===== src/rtl/alub_sel_sequencer_if.sv =====
// Handshake and select bundle between the main control FSM and the ALU source-B select sequencer.
interface alub_sel_sequencer_if #(
    parameter int OPC_W = 6,
    parameter int SEL_W = 3
);
    logic             start;
    logic [OPC_W-1:0] opcode;
    logic             mem_wait;
    logic [SEL_W-1:0] alusrcb_sel;
    logic [2:0]       phase;
    logic             busy;
    logic             done;
    logic             illegal_op;

    modport master (
        output start, opcode, mem_wait,
        input  alusrcb_sel, phase, busy, done, illegal_op
    );

    modport slave (
        input  start, opcode, mem_wait,
        output alusrcb_sel, phase, busy, done, illegal_op
    );
endinterface


===== src/rtl/alub_sel_sequencer.sv =====
// Multicycle ALU source-B select sequencer (FETCH/DECODE/EXEC/MEM/WB).
// Optional macro ILLEGAL_OP_DETECT_EN: unknown opcodes pulse illegal_op in EXEC and abort to IDLE.
module alub_sel_sequencer #(
    parameter int OPC_W = 6,
    parameter int SEL_W = 3
) (
    input logic                 clk,
    input logic                 reset,
    alub_sel_sequencer_if.slave bus
);
    typedef enum logic [2:0] {
        IDLE   = 3'd0,
        FETCH  = 3'd1,
        DECODE = 3'd2,
        EXEC   = 3'd3,
        MEM    = 3'd4,
        WB     = 3'd5
    } state_t;

    localparam logic [SEL_W-1:0] SEL_REGB   = SEL_W'(0);
    localparam logic [SEL_W-1:0] SEL_FOUR   = SEL_W'(1);
    localparam logic [SEL_W-1:0] SEL_IMM_SX = SEL_W'(2);
    localparam logic [SEL_W-1:0] SEL_IMM_SH = SEL_W'(3);
    localparam logic [SEL_W-1:0] SEL_IMM_ZX = SEL_W'(4);

    state_t           state;
    logic [SEL_W-1:0] sel_q;
    logic             busy_q;
    logic             done_q;
    logic [OPC_W-1:0] op_q;

    function automatic logic [SEL_W-1:0] exec_sel(input logic [OPC_W-1:0] op);
        case (op)
            6'b001000, 6'b001001, 6'b001010,
            6'b100011, 6'b101011:            exec_sel = SEL_IMM_SX;
            6'b001100, 6'b001101, 6'b001110: exec_sel = SEL_IMM_ZX;
            default:                         exec_sel = SEL_REGB;
        endcase
    endfunction

    function automatic logic is_mem(input logic [OPC_W-1:0] op);
        is_mem = (op == 6'b100011) || (op == 6'b101011);
    endfunction

`ifdef ILLEGAL_OP_DETECT_EN
    logic illegal_q;

    function automatic logic is_known(input logic [OPC_W-1:0] op);
        case (op)
            6'b000000, 6'b000100, 6'b000101, 6'b000010, 6'b000011,
            6'b001000, 6'b001001, 6'b001010, 6'b100011, 6'b101011,
            6'b001100, 6'b001101, 6'b001110: is_known = 1'b1;
            default:                         is_known = 1'b0;
        endcase
    endfunction

    assign bus.illegal_op = illegal_q;
`else
    assign bus.illegal_op = 1'b0;
`endif

    // EXEC select is decoded from the live opcode while in DECODE so it is ready on EXEC entry.
    always_ff @(posedge clk) begin
        if (reset) begin
            state  <= IDLE;
            sel_q  <= SEL_REGB;
            busy_q <= 1'b0;
            done_q <= 1'b0;
            op_q   <= '0;
`ifdef ILLEGAL_OP_DETECT_EN
            illegal_q <= 1'b0;
`endif
        end else begin
            done_q <= 1'b0;
`ifdef ILLEGAL_OP_DETECT_EN
            illegal_q <= 1'b0;
`endif
            case (state)
                IDLE: begin
                    if (bus.start) begin
                        state  <= FETCH;
                        sel_q  <= SEL_FOUR;
                        busy_q <= 1'b1;
                    end
                end
                FETCH: begin
                    if (!bus.mem_wait) begin
                        state <= DECODE;
                        sel_q <= SEL_IMM_SH;
                    end
                end
                DECODE: begin
                    op_q  <= bus.opcode;
                    state <= EXEC;
                    sel_q <= exec_sel(bus.opcode);
`ifdef ILLEGAL_OP_DETECT_EN
                    illegal_q <= !is_known(bus.opcode);
`endif
                end
                EXEC: begin
`ifdef ILLEGAL_OP_DETECT_EN
                    if (illegal_q) begin
                        state  <= IDLE;
                        sel_q  <= SEL_REGB;
                        busy_q <= 1'b0;
                    end else
`endif
                    if (is_mem(op_q)) begin
                        state <= MEM;
                        sel_q <= SEL_IMM_SX;
                    end else begin
                        state  <= WB;
                        sel_q  <= SEL_REGB;
                        done_q <= 1'b1;
                    end
                end
                MEM: begin
                    if (!bus.mem_wait) begin
                        state  <= WB;
                        sel_q  <= SEL_REGB;
                        done_q <= 1'b1;
                    end
                end
                WB: begin
                    if (bus.start) begin
                        state  <= FETCH;
                        sel_q  <= SEL_FOUR;
                        busy_q <= 1'b1;
                    end else begin
                        state  <= IDLE;
                        sel_q  <= SEL_REGB;
                        busy_q <= 1'b0;
                    end
                end
                default: begin
                    state  <= IDLE;
                    sel_q  <= SEL_REGB;
                    busy_q <= 1'b0;
                end
            endcase
        end
    end

    assign bus.alusrcb_sel = sel_q;
    assign bus.phase       = state;
    assign bus.busy        = busy_q;
    assign bus.done        = done_q;
endmodule


===== src/flat_wrapper.sv =====
// flat-port wrapper written by rule: the top's interface ports become plain ports
module alub_sel_sequencer_flat 
#(
    parameter int OPC_W = 6,
    parameter int SEL_W = 3
)
  (clk, reset, bus_start, bus_opcode, bus_mem_wait, bus_alusrcb_sel, bus_phase, bus_busy, bus_done, bus_illegal_op);
  alub_sel_sequencer_if #(.OPC_W(OPC_W), .SEL_W(SEL_W)) bus_i ();
  input logic clk;
  input logic reset;
  input wire logic [$bits(bus_i.start)-1:0] bus_start;
  input wire logic [$bits(bus_i.opcode)-1:0] bus_opcode;
  input wire logic [$bits(bus_i.mem_wait)-1:0] bus_mem_wait;
  output wire logic [$bits(bus_i.alusrcb_sel)-1:0] bus_alusrcb_sel;
  output wire logic [$bits(bus_i.phase)-1:0] bus_phase;
  output wire logic [$bits(bus_i.busy)-1:0] bus_busy;
  output wire logic [$bits(bus_i.done)-1:0] bus_done;
  output wire logic [$bits(bus_i.illegal_op)-1:0] bus_illegal_op;
  assign bus_i.start = bus_start;
  assign bus_i.opcode = bus_opcode;
  assign bus_i.mem_wait = bus_mem_wait;
  assign bus_alusrcb_sel = bus_i.alusrcb_sel;
  assign bus_phase = bus_i.phase;
  assign bus_busy = bus_i.busy;
  assign bus_done = bus_i.done;
  assign bus_illegal_op = bus_i.illegal_op;
  alub_sel_sequencer #(.OPC_W(OPC_W), .SEL_W(SEL_W)) u_core (.clk(clk), .reset(reset), .bus(bus_i));
endmodule

===== config.mk =====
export PLATFORM = sky130hd
export DESIGN_NAME = alub_sel_sequencer_flat
export DESIGN_NICKNAME = d
export VERILOG_FILES = /design/src/rtl/alub_sel_sequencer_if.sv /design/src/rtl/alub_sel_sequencer.sv /design/src/flat_wrapper.sv
export SDC_FILE = /design/constraint.sdc
export NUM_CORES = 1
export LEC_CHECK = 0
export CORE_MARGIN = 3
export CORE_UTILIZATION = 41
export DETAILED_ROUTE_END_ITERATION = 8
export GPL_TIMING_DRIVEN = 0
export PLACE_DENSITY_LB_ADDON = 0.1
export RECOVER_POWER = 25
export SYNTH_ARGS = -nofsm -noshare
export SYNTH_HDL_FRONTEND = slang
export SYNTH_SLANG_ARGS = --single-unit

===== constraint.sdc =====
create_clock -name clk -period 1.3 [get_ports clk]
set_clock_uncertainty 0.05 [all_clocks]
set_input_delay 0.26 -clock clk [delete_from_list [all_inputs] [get_ports clk]]
set_output_delay 0.26 -clock clk [all_outputs]
set_load 0.02 [all_outputs]

# [Word level (Yosys, flattened, before mapping)]
# Cells that the tools add are included.
[classes] eq_ne=18 mux=17 n_bitwise=1 reduce_logical=7
[ops] operator="$eq 6x4->1 const B" count=6
[ops] operator="$pmux 3 s6" count=2
[ops] operator="$eq 6x6->1 const B" count=4
[ops] operator="$mux 3" count=5
[ops] operator="$eq 3x2->1 const B" count=2
[ops] operator="$eq 3x3->1 const B" count=2
[ops] operator="$mux 1" count=6
[ops] operator="$ne 2x2->1 const B" count=3
[ops] operator="$pmux 3 s2" count=1
[ops] operator="$reduce_or 5->1" count=1
[ops] operator="$reduce_or 4->1" count=1
[ops] operator="$eq 3x1->1 const B" count=1
[ops] operator="$logic_not 3->1" count=1
[ops] operator="$pmux 1 s3" count=1
[ops] operator="$reduce_and 3->1" count=1
[ops] operator="$reduce_or 3->1" count=1
[ops] operator="$mux 2" count=1
[ops] operator="$pmux 1 s2" count=1
[ops] operator="$reduce_and 2->1" count=1
[ops] operator="$logic_or 1x1->1" count=1
[ops] operator="$not 1->1" count=1
[word_totals] ff_bits=14 elab_cells=48

# [Longest topological paths before layout]
# Gate-level depths: netlist of the first run.
[logic_depth] word_depth=4 depth_mapped=5 depth_no_buf=4

# [Worst setup path before layout of the first run]
# No wires, ideal clock.
[synth_path] path_kind="reg-to-reg" from="reg u_core.state[1] (netlist: u_core.bus.phase[1])" to="reg u_core.op_q[0]" t_arrival_ns=1.182 slack_ns=-0.058 stages_incl_launch_ff=6 synth_period_minus_slack_ns=1.358 cell_sequence="dfxtp_1 > and2b_1 > nor2b_1 > buf_2 > mux2i_1 > nor2_1"
[synth_between] elab_chain_cells=1
[synth_rtl] element="start, declared" line_no="alub_sel_sequencer.sv:26" text="state_t state;"
[synth_rtl] element="start signal, assigned" line_no="alub_sel_sequencer.sv:65" text="state <= IDLE;"
[synth_rtl] element="start signal, assigned" line_no="alub_sel_sequencer.sv:81" text="state <= FETCH;"
[synth_rtl] element="start signal, assigned" line_no="alub_sel_sequencer.sv:88" text="state <= DECODE;"
[synth_rtl] element="$eq 3x2->1" line_no="alub_sel_sequencer.sv:78" text="case (state)"
[synth_rtl] element="end signal, assigned" line_no="alub_sel_sequencer.sv:93" text="op_q <= bus.opcode;"
[synth_rtl] element="end, declared" line_no="alub_sel_sequencer.sv:30" text="logic [OPC_W-1:0] op_q;"
# Every way passes these cells.
# A chain may end at the register's enable or synchronous reset.

# [Final worst setup path of the first run]
[layout_path] from="reg u_core.state[0] (netlist: u_core.bus.phase[0])" to="reg u_core.state[0] (netlist: u_core.bus.phase[0])"
[layout_between] elab_chain_cells=3
[layout_rtl] element="$eq 3x3->1, or another cell as far along" line_no="alub_sel_sequencer.sv:78"
[layout_rtl] element="$ne 2x2->1 (no source line)"
[layout_rtl] element="$reduce_and 3->1 (no source line)"
# Several ways; a longest one is shown, not always the timed one.

==> impl_metrics.py, run 1 <==
metrics = {
    "logic_synthesis": {
        "syn_inst": 81,
        "synth_top_cell_area_share": 0.382,
        "synthesis.area_um2": 682,
        "ys_warn_count": 0,
        "yosys.area.top_type": "dfxtp_1",
        "synth-seq-cells": 13,
        "synth_fp_nets": 91,
        "ys_top_cells_by_area": "dfxtp_1 38%, mux2i_1 8.8%, nor2_1 6.6%",
        "netlist-cell-type-count": 31,
        "yosysSeqAreaShare": 0.382,
        "avgSynthCellArea_um2": 8.42,
    },
    "timing": {
        "max_freq_ghz": 0.764,
        "fin_crit_ns": 1.31,
        "finalCritPeriodShare": 1.01,
        "fin_ws_ns": -0.00895,
        "tns_ns": -0.00895,
        "hold_violations": 0,
        "report.final.slew_viol_count": 0,
        "finalSetupViolCount": 1,
        "grt_setup_unrepaired": "true",
    },
    "run_status": {
        "status": "finished, violations left",
        "failed_checks": "negative setup slack",
    },
    "power_and_ir_drop": {
        "vdd_drop_max_mv": 0.575,
        "power.density_nw_per_um2": 1010,
        "power.leakage_nw": 0.390,
    },
    "layout": {
        "layout_common_cells": "12 x nor2_1, 11 x dfxtp_1, 7 x clkdlybuf4s50_1",
        "nets": 117,
        "layout_commonest_cell": "nor2_1",
        "syn2layout_area_growth_pct": 41.3,
        "drive_gt1_frac": 0.208,
        "fin_util": 0.625,
        "final_area_um2": 963,
        "antenna_cells": 0,
    },
    "floorplan": {
        "die-area_um2": 2190,
        "rows": 14,
        "die_height_um": 46.8,
        "core_area_um2": 1540,
        "dieWidth_um": 46.8,
        "top_level_ports": 19,
        "initial_core_util": 0.442,
    },
    "worst_hold_path": {
        "min_path_type": "flip-flop to flip-flop",
    },
    "detailed_routing": {
        "drc": 0,
        "dr.pass1.iters": 4,
        "routed_wl_mm": 1.62,
        "drt_iter0_markers": 21,
        "ant_nets": 0,
        "wl_per_cell_um": 13.2,
        "viasPerCell": 5.46,
        "num_vias": 666,
    },
    "clock_network": {
        "numCtsBuffers": 3,
        "clkSinkCount": 13,
        "clk-insertion-delay-late_ns": 0.28,
        "cts_max_level": 1,
        "holdBufCountCts": 0,
        "cts_tree": "yes",
        "clockBufferDepth": 2,
        "root_buffer": "clkbuf_4",
        "clkSlewWorstSetupHoldPaths_ns": 0.09,
    },
    "place": {
        "postPlaceCellArea_um2": 875,
        "gp_congestion": 0.740,
        "port-buffer-count": 17,
    },
    "worst_setup_path": {
        "crit_required_ns": 1.42,
        "crit_type": "flip-flop to flip-flop",
        "crit_arrival_ns": 1.43,
        "max_stage_delay_ns": 0.33,
        "cp_cell_sequence": "buf_2, buf_4, nand3_1, a21boi_0, nor3_1",
        "start_kind": "flip-flop",
        "crit_path_end_kind": "flip-flop",
        "cp_max_fo": 10,
        "slowest_stage": "dfxtp_1",
    },
    "flow_run": {
        "max-cap-violations": 0,
    },
    "global_route": {
        "antenna_found_initial": 0,
        "grt_overflow_total": 0,
        "grt_first_pass_wirelength_mm": 2.33,
        "grt_pass1_vias": 541,
        "grt_busiest_layer": "met2",
        "grt_util_met1": 0.211,
        "met3_usage": 0.0345,
        "grtUsageTotal": 0.151,
        "grt_use_met2": 0.214,
        "grt_max_degree": 11,
    },
}
where the power goes:
part,switching (mW),internal (mW)
Sequential,0.0156,0.424
Clock,0.146,0.119
Combinational,0.136,0.129
Total,0.298,0.672
cells by family after synthesis:
kind of cell,Yosys count,share of synthesized area
and+or+nand+nor,34,0.262
AOI/OAI and AO/OA,19,0.194
DFF,13,0.382
buffers and inverters,8,0.0679
muxes,6,0.0881
other,1,0.00550
state kept, by name (all words and copies together) (netlist names):
register                count
u_core.op_q                 5
u_core.bus.busy             1
u_core.bus.done             1
u_core.bus.phase            3
u_core.bus.alusrcb_sel      3
layout make-up:
class	instances	area [um2]
inverters	1	3.75
repair buffers	21	183
flip-flops and latches	13	265
fillers	140	578
well taps	16	20.0
multi-input cells	60	412
clock buffers	4	26.3
plain buffers	7	53.8
path summary, 6_finish.rpt:
| check | start | cells after the start | end | slack (ns) |
|---|---|---|---|---|
| max | u_core.bus.phase[0] | 5 | u_core.bus.phase[0] | -0.009 |
| max reg2reg | u_core.bus.phase[0] | 5 | u_core.bus.phase[0] | -0.009 |
| min | u_core.bus.alusrcb_sel[2] | 2 | u_core.bus.alusrcb_sel[2] | 0.45 |
| min reg2reg | u_core.bus.alusrcb_sel[2] | 2 | u_core.bus.alusrcb_sel[2] | 0.45 |
synth_stat cells:
library cell	count
a21oi_1	4
a221oi_1	2
buf_6	1
dfxtp_1	13
nor2_1	12
mux2i_1	6
nor4_1	1
o21ai_0	5
conb_1	1
clkbuf_1	1
buf_2	4
and2b_1	1
nand2_1	4
nor2b_1	2
o31ai_2	1
nor4bb_1	1
a311o_1	1
and2_1	1
nand2b_1	2
nand4b_1	1
o211ai_1	1
nor3_1	4
or2_1	2
inv_1	1
a211oi_2	1
and4bb_1	1
o21a_1	1
buf_4	1
a31oi_1	2
nand3_1	2
a21boi_0	1
repair_timing:
item                                   4_1_cts  5_1_grt
setup endpoints to repair                   14       15
pin swaps                                    7        4
gates resized for setup                     13       17
endpoints found under the hold margin        0        0
gates cloned                                 0        0
setup buffers                                2        2
metrics by stage:
| step | hold slack [ns] | total power, mW | instances | setup WS (ns) |
|---|---|---|---|---|
| after global placement | 0.417 | 0.692 | 114 | -0.351 |
| after floorplan | 0.279 | 0.598 | 81 | 0.00951 |
| after detailed placement | 0.427 | 0.696 | 114 | -0.369 |
| after CTS | 0.447 | 0.946 | 120 | -0.0355 |
| final | 0.446 | 0.970 | 122 | -0.00895 |
| after global routing | 0.467 | 1.01 | 122 | -0.105 |
worst max-delay path, delay by kind of cell, from the launching register on:
kind                   cells  cell delay, ns
DFF                        1            0.33
AOI/OAI and AO/OA          1            0.21
buffers and inverters      2            0.43
and+or+nand+nor            2            0.18
metal layers:
metal	part of all wire	vias to the layer above	wire (um)
li1	-	334	-
met2	0.44	19	719
met4	0.025	0	40
met1	0.48	307	783
met5	0	-	0
met3	0.045	6	73
Power figures use the tool's default switching activity.
==> run 2: changes to the inputs <==
--- a/config.mk
+++ b/config.mk
@@ -9,7 +9,7 @@
 export CORE_UTILIZATION = 41
 export DETAILED_ROUTE_END_ITERATION = 8
 export GPL_TIMING_DRIVEN = 0
-export PLACE_DENSITY_LB_ADDON = 0.1
+export PLACE_DENSITY = 0.83
 export RECOVER_POWER = 25
 export SYNTH_ARGS = -nofsm -noshare
 export SYNTH_HDL_FRONTEND = slang
==> run 2 against run 1 <==
Net effect:
- the run now ends clean
- global-route usage grew 2.2 points
- combinational power grew 14%
- worst setup slack gained 0.017 ns
- total power grew 3.1%
- core utilization grew 4.1 points
- flip-flop and latch count is the same
- clock power shrank 3%
- critical path depth is the same
- non-clock buffer count grew 4
- wire length grew 14%
==> impl_metrics.py, run 2 (same netlist as run 1, synthesis figures left out) <==
metrics = {
    "run_status": {
        "status": "finished clean",
    },
    "layout": {
        "layout_common_cells": "12 x nor2_1, 11 x dfxtp_1, 10 x buf_4",
        "antenna_cells": 0,
        "top_register": "u_core.op_q",
        "syn2layout_area_growth_pct": 50.6,
        "drive_gt1_frac": 0.300,
        "largest_reg_flops": 5,
        "nets": 121,
        "final_area_um2": 1030,
        "layout_commonest_cell": "nor2_1",
        "stdcell_count": 126,
        "fin_util": 0.666,
    },
    "detailed_routing": {
        "drt_iter0_markers": 15,
        "routed_wl_mm": 1.84,
        "viasPerCell": 5.64,
        "ant_nets": 0,
        "wl_per_cell_um": 14.6,
        "dr.pass1.iters": 4,
        "num_vias": 711,
        "drc": 0,
    },
    "worst_setup_path": {
        "slowest_stage": "dfxtp_2",
        "crit_path_end_kind": "flip-flop",
        "crit_type": "flip-flop to flip-flop",
        "crit_required_ns": 1.42,
        "path_buf_inv": 1,
        "reg2reg_slack_ns": 0.008,
        "crit_arrival_ns": 1.41,
        "crit_family": "simple AND/OR/NAND/NOR gates",
        "cp_max_fo": 4,
        "cp_cell_sequence": "buf_6, or2_4, a211oi_4, or2_1, o31ai_2",
        "start_kind": "flip-flop",
        "max_stage_delay_ns": 0.33,
    },
    "power_and_ir_drop": {
        "power_mw": 1.00,
        "power.leakage_nw": 0.433,
        "power.density_nw_per_um2": 974,
        "vdd_drop_max_mv": 0.623,
    },
    "timing": {
        "fin_crit_ns": 1.29,
        "max_freq_ghz": 0.774,
        "finalCritPeriodShare": 0.994,
        "report.final.slew_viol_count": 0,
        "grt_setup_unrepaired": "true",
        "tns_ns": 0,
        "hold_violations": 0,
        "finalSetupViolCount": 0,
    },
    "global_route": {
        "grt_pass1_vias": 659,
        "grt_first_pass_wirelength_mm": 2.71,
        "grt_overflow_total": 0,
        "grtUsageTotal": 0.173,
        "antenna_found_initial": 0,
        "grt_max_degree": 11,
    },
    "place": {
        "dp.cells": 114,
        "postPlaceCellArea_um2": 875,
        "dp_hpwl_mm": 1.13,
        "port-buffer-count": 17,
        "gp_congestion": 0.809,
    },
    "clock_network": {
        "clkSinkCount": 13,
        "root_buffer": "clkbuf_4",
        "clk-insertion-delay-late_ns": 0.28,
        "clkSlewWorstSetupHoldPaths_ns": 0.09,
        "numCtsBuffers": 3,
        "cts_tree": "yes",
        "cts_max_level": 1,
        "clockBufferDepth": 2,
    },
    "worst_hold_path": {
        "min_path_type": "flip-flop to flip-flop",
    },
    "flow_run": {
        "max-cap-violations": 0,
    },
    "floorplan": {
        "dieWidth_um": 46.8,
        "top_level_ports": 19,
        "rows": 14,
        "initial_core_util": 0.442,
        "die_height_um": 46.8,
        "core_area_um2": 1540,
        "die-area_um2": 2190,
    },
}
## run 2: changes by cell type in the layout (fill, tap and decap cells not counted), moves of 2 or more
cell,delta
buf_4,+4
buf_6,+2
clkbuf_1,-2
clkbuf_2,+3
## run 2: tightest hold or removal path, stage by stage, from the launching register on
cell and delay [ns]:
dfxtp_1 0.31, o21ai_1 0.08, a21oi_1 0.06
## run 2: layer usage
| layer | global-route usage | part of all wire |
|---|---|---|
| met5 | 0 | 0 |
| met4 | 0.0387 | 0.0027 |
| met3 | 0.0575 | 0.082 |
| met2 | 0.320 | 0.53 |
| met1 | 0.190 | 0.38 |
## run 2: where the power goes
part	internal [mW]	switching, mW
combinational	0.149	0.152
clock	0.119	0.137
sequential	0.424	0.0187
## run 2: worst paths after layout
| path | from | endpoint | depth (start not counted) |
|---|---|---|---|
| worst min register to register | u_core.bus.alusrcb_sel[2] | u_core.bus.alusrcb_sel[2] | 2 |
| worst min-delay path | u_core.bus.alusrcb_sel[2] | u_core.bus.alusrcb_sel[2] | 2 |
| worst max register to register | u_core.bus.phase[2] | u_core.bus.alusrcb_sel[1] | 5 |
| worst max-delay path | u_core.bus.phase[2] | u_core.bus.alusrcb_sel[1] | 5 |
## run 2: repair_timing
action,4_1_cts,5_1_grt
resized for setup,17,24
pin swaps,8,10
setup buffers,5,3
hold buffers,0,0
endpoints found under the setup margin,16,14
cloned,0,0
## run 2: layout make-up
type                    count  area, um2
well taps                  16       20.0
multi-input cells          60        438
inverters                   1       3.75
flip-flops and latches     13        265
plain buffers               7       63.8
repair buffers             25        210
fillers                   136        514
clock buffers               4       26.3
## run 2: per-stage QoR
step	hold WS [ns]	worst slack [ns]
2_1_floorplan	0.279	0.00951
3_3_place_gp	0.421	-0.360
3_5_place_dp	0.430	-0.360
4_1_cts	0.443	-0.00491
5_1_grt	0.473	-0.0776
6_report	0.443	0.00758
==> run 3: changes to the inputs <==
--- a/config.mk
+++ b/config.mk
@@ -5,6 +5,7 @@
 export SDC_FILE = /design/constraint.sdc
 export NUM_CORES = 1
 export LEC_CHECK = 0
+export CAP_MARGIN = 20
 export CORE_MARGIN = 3
 export CORE_UTILIZATION = 41
 export DETAILED_ROUTE_END_ITERATION = 8
==> results of run 3 <==
The final DEF is identical to that of run 2; final timing and power are the same.
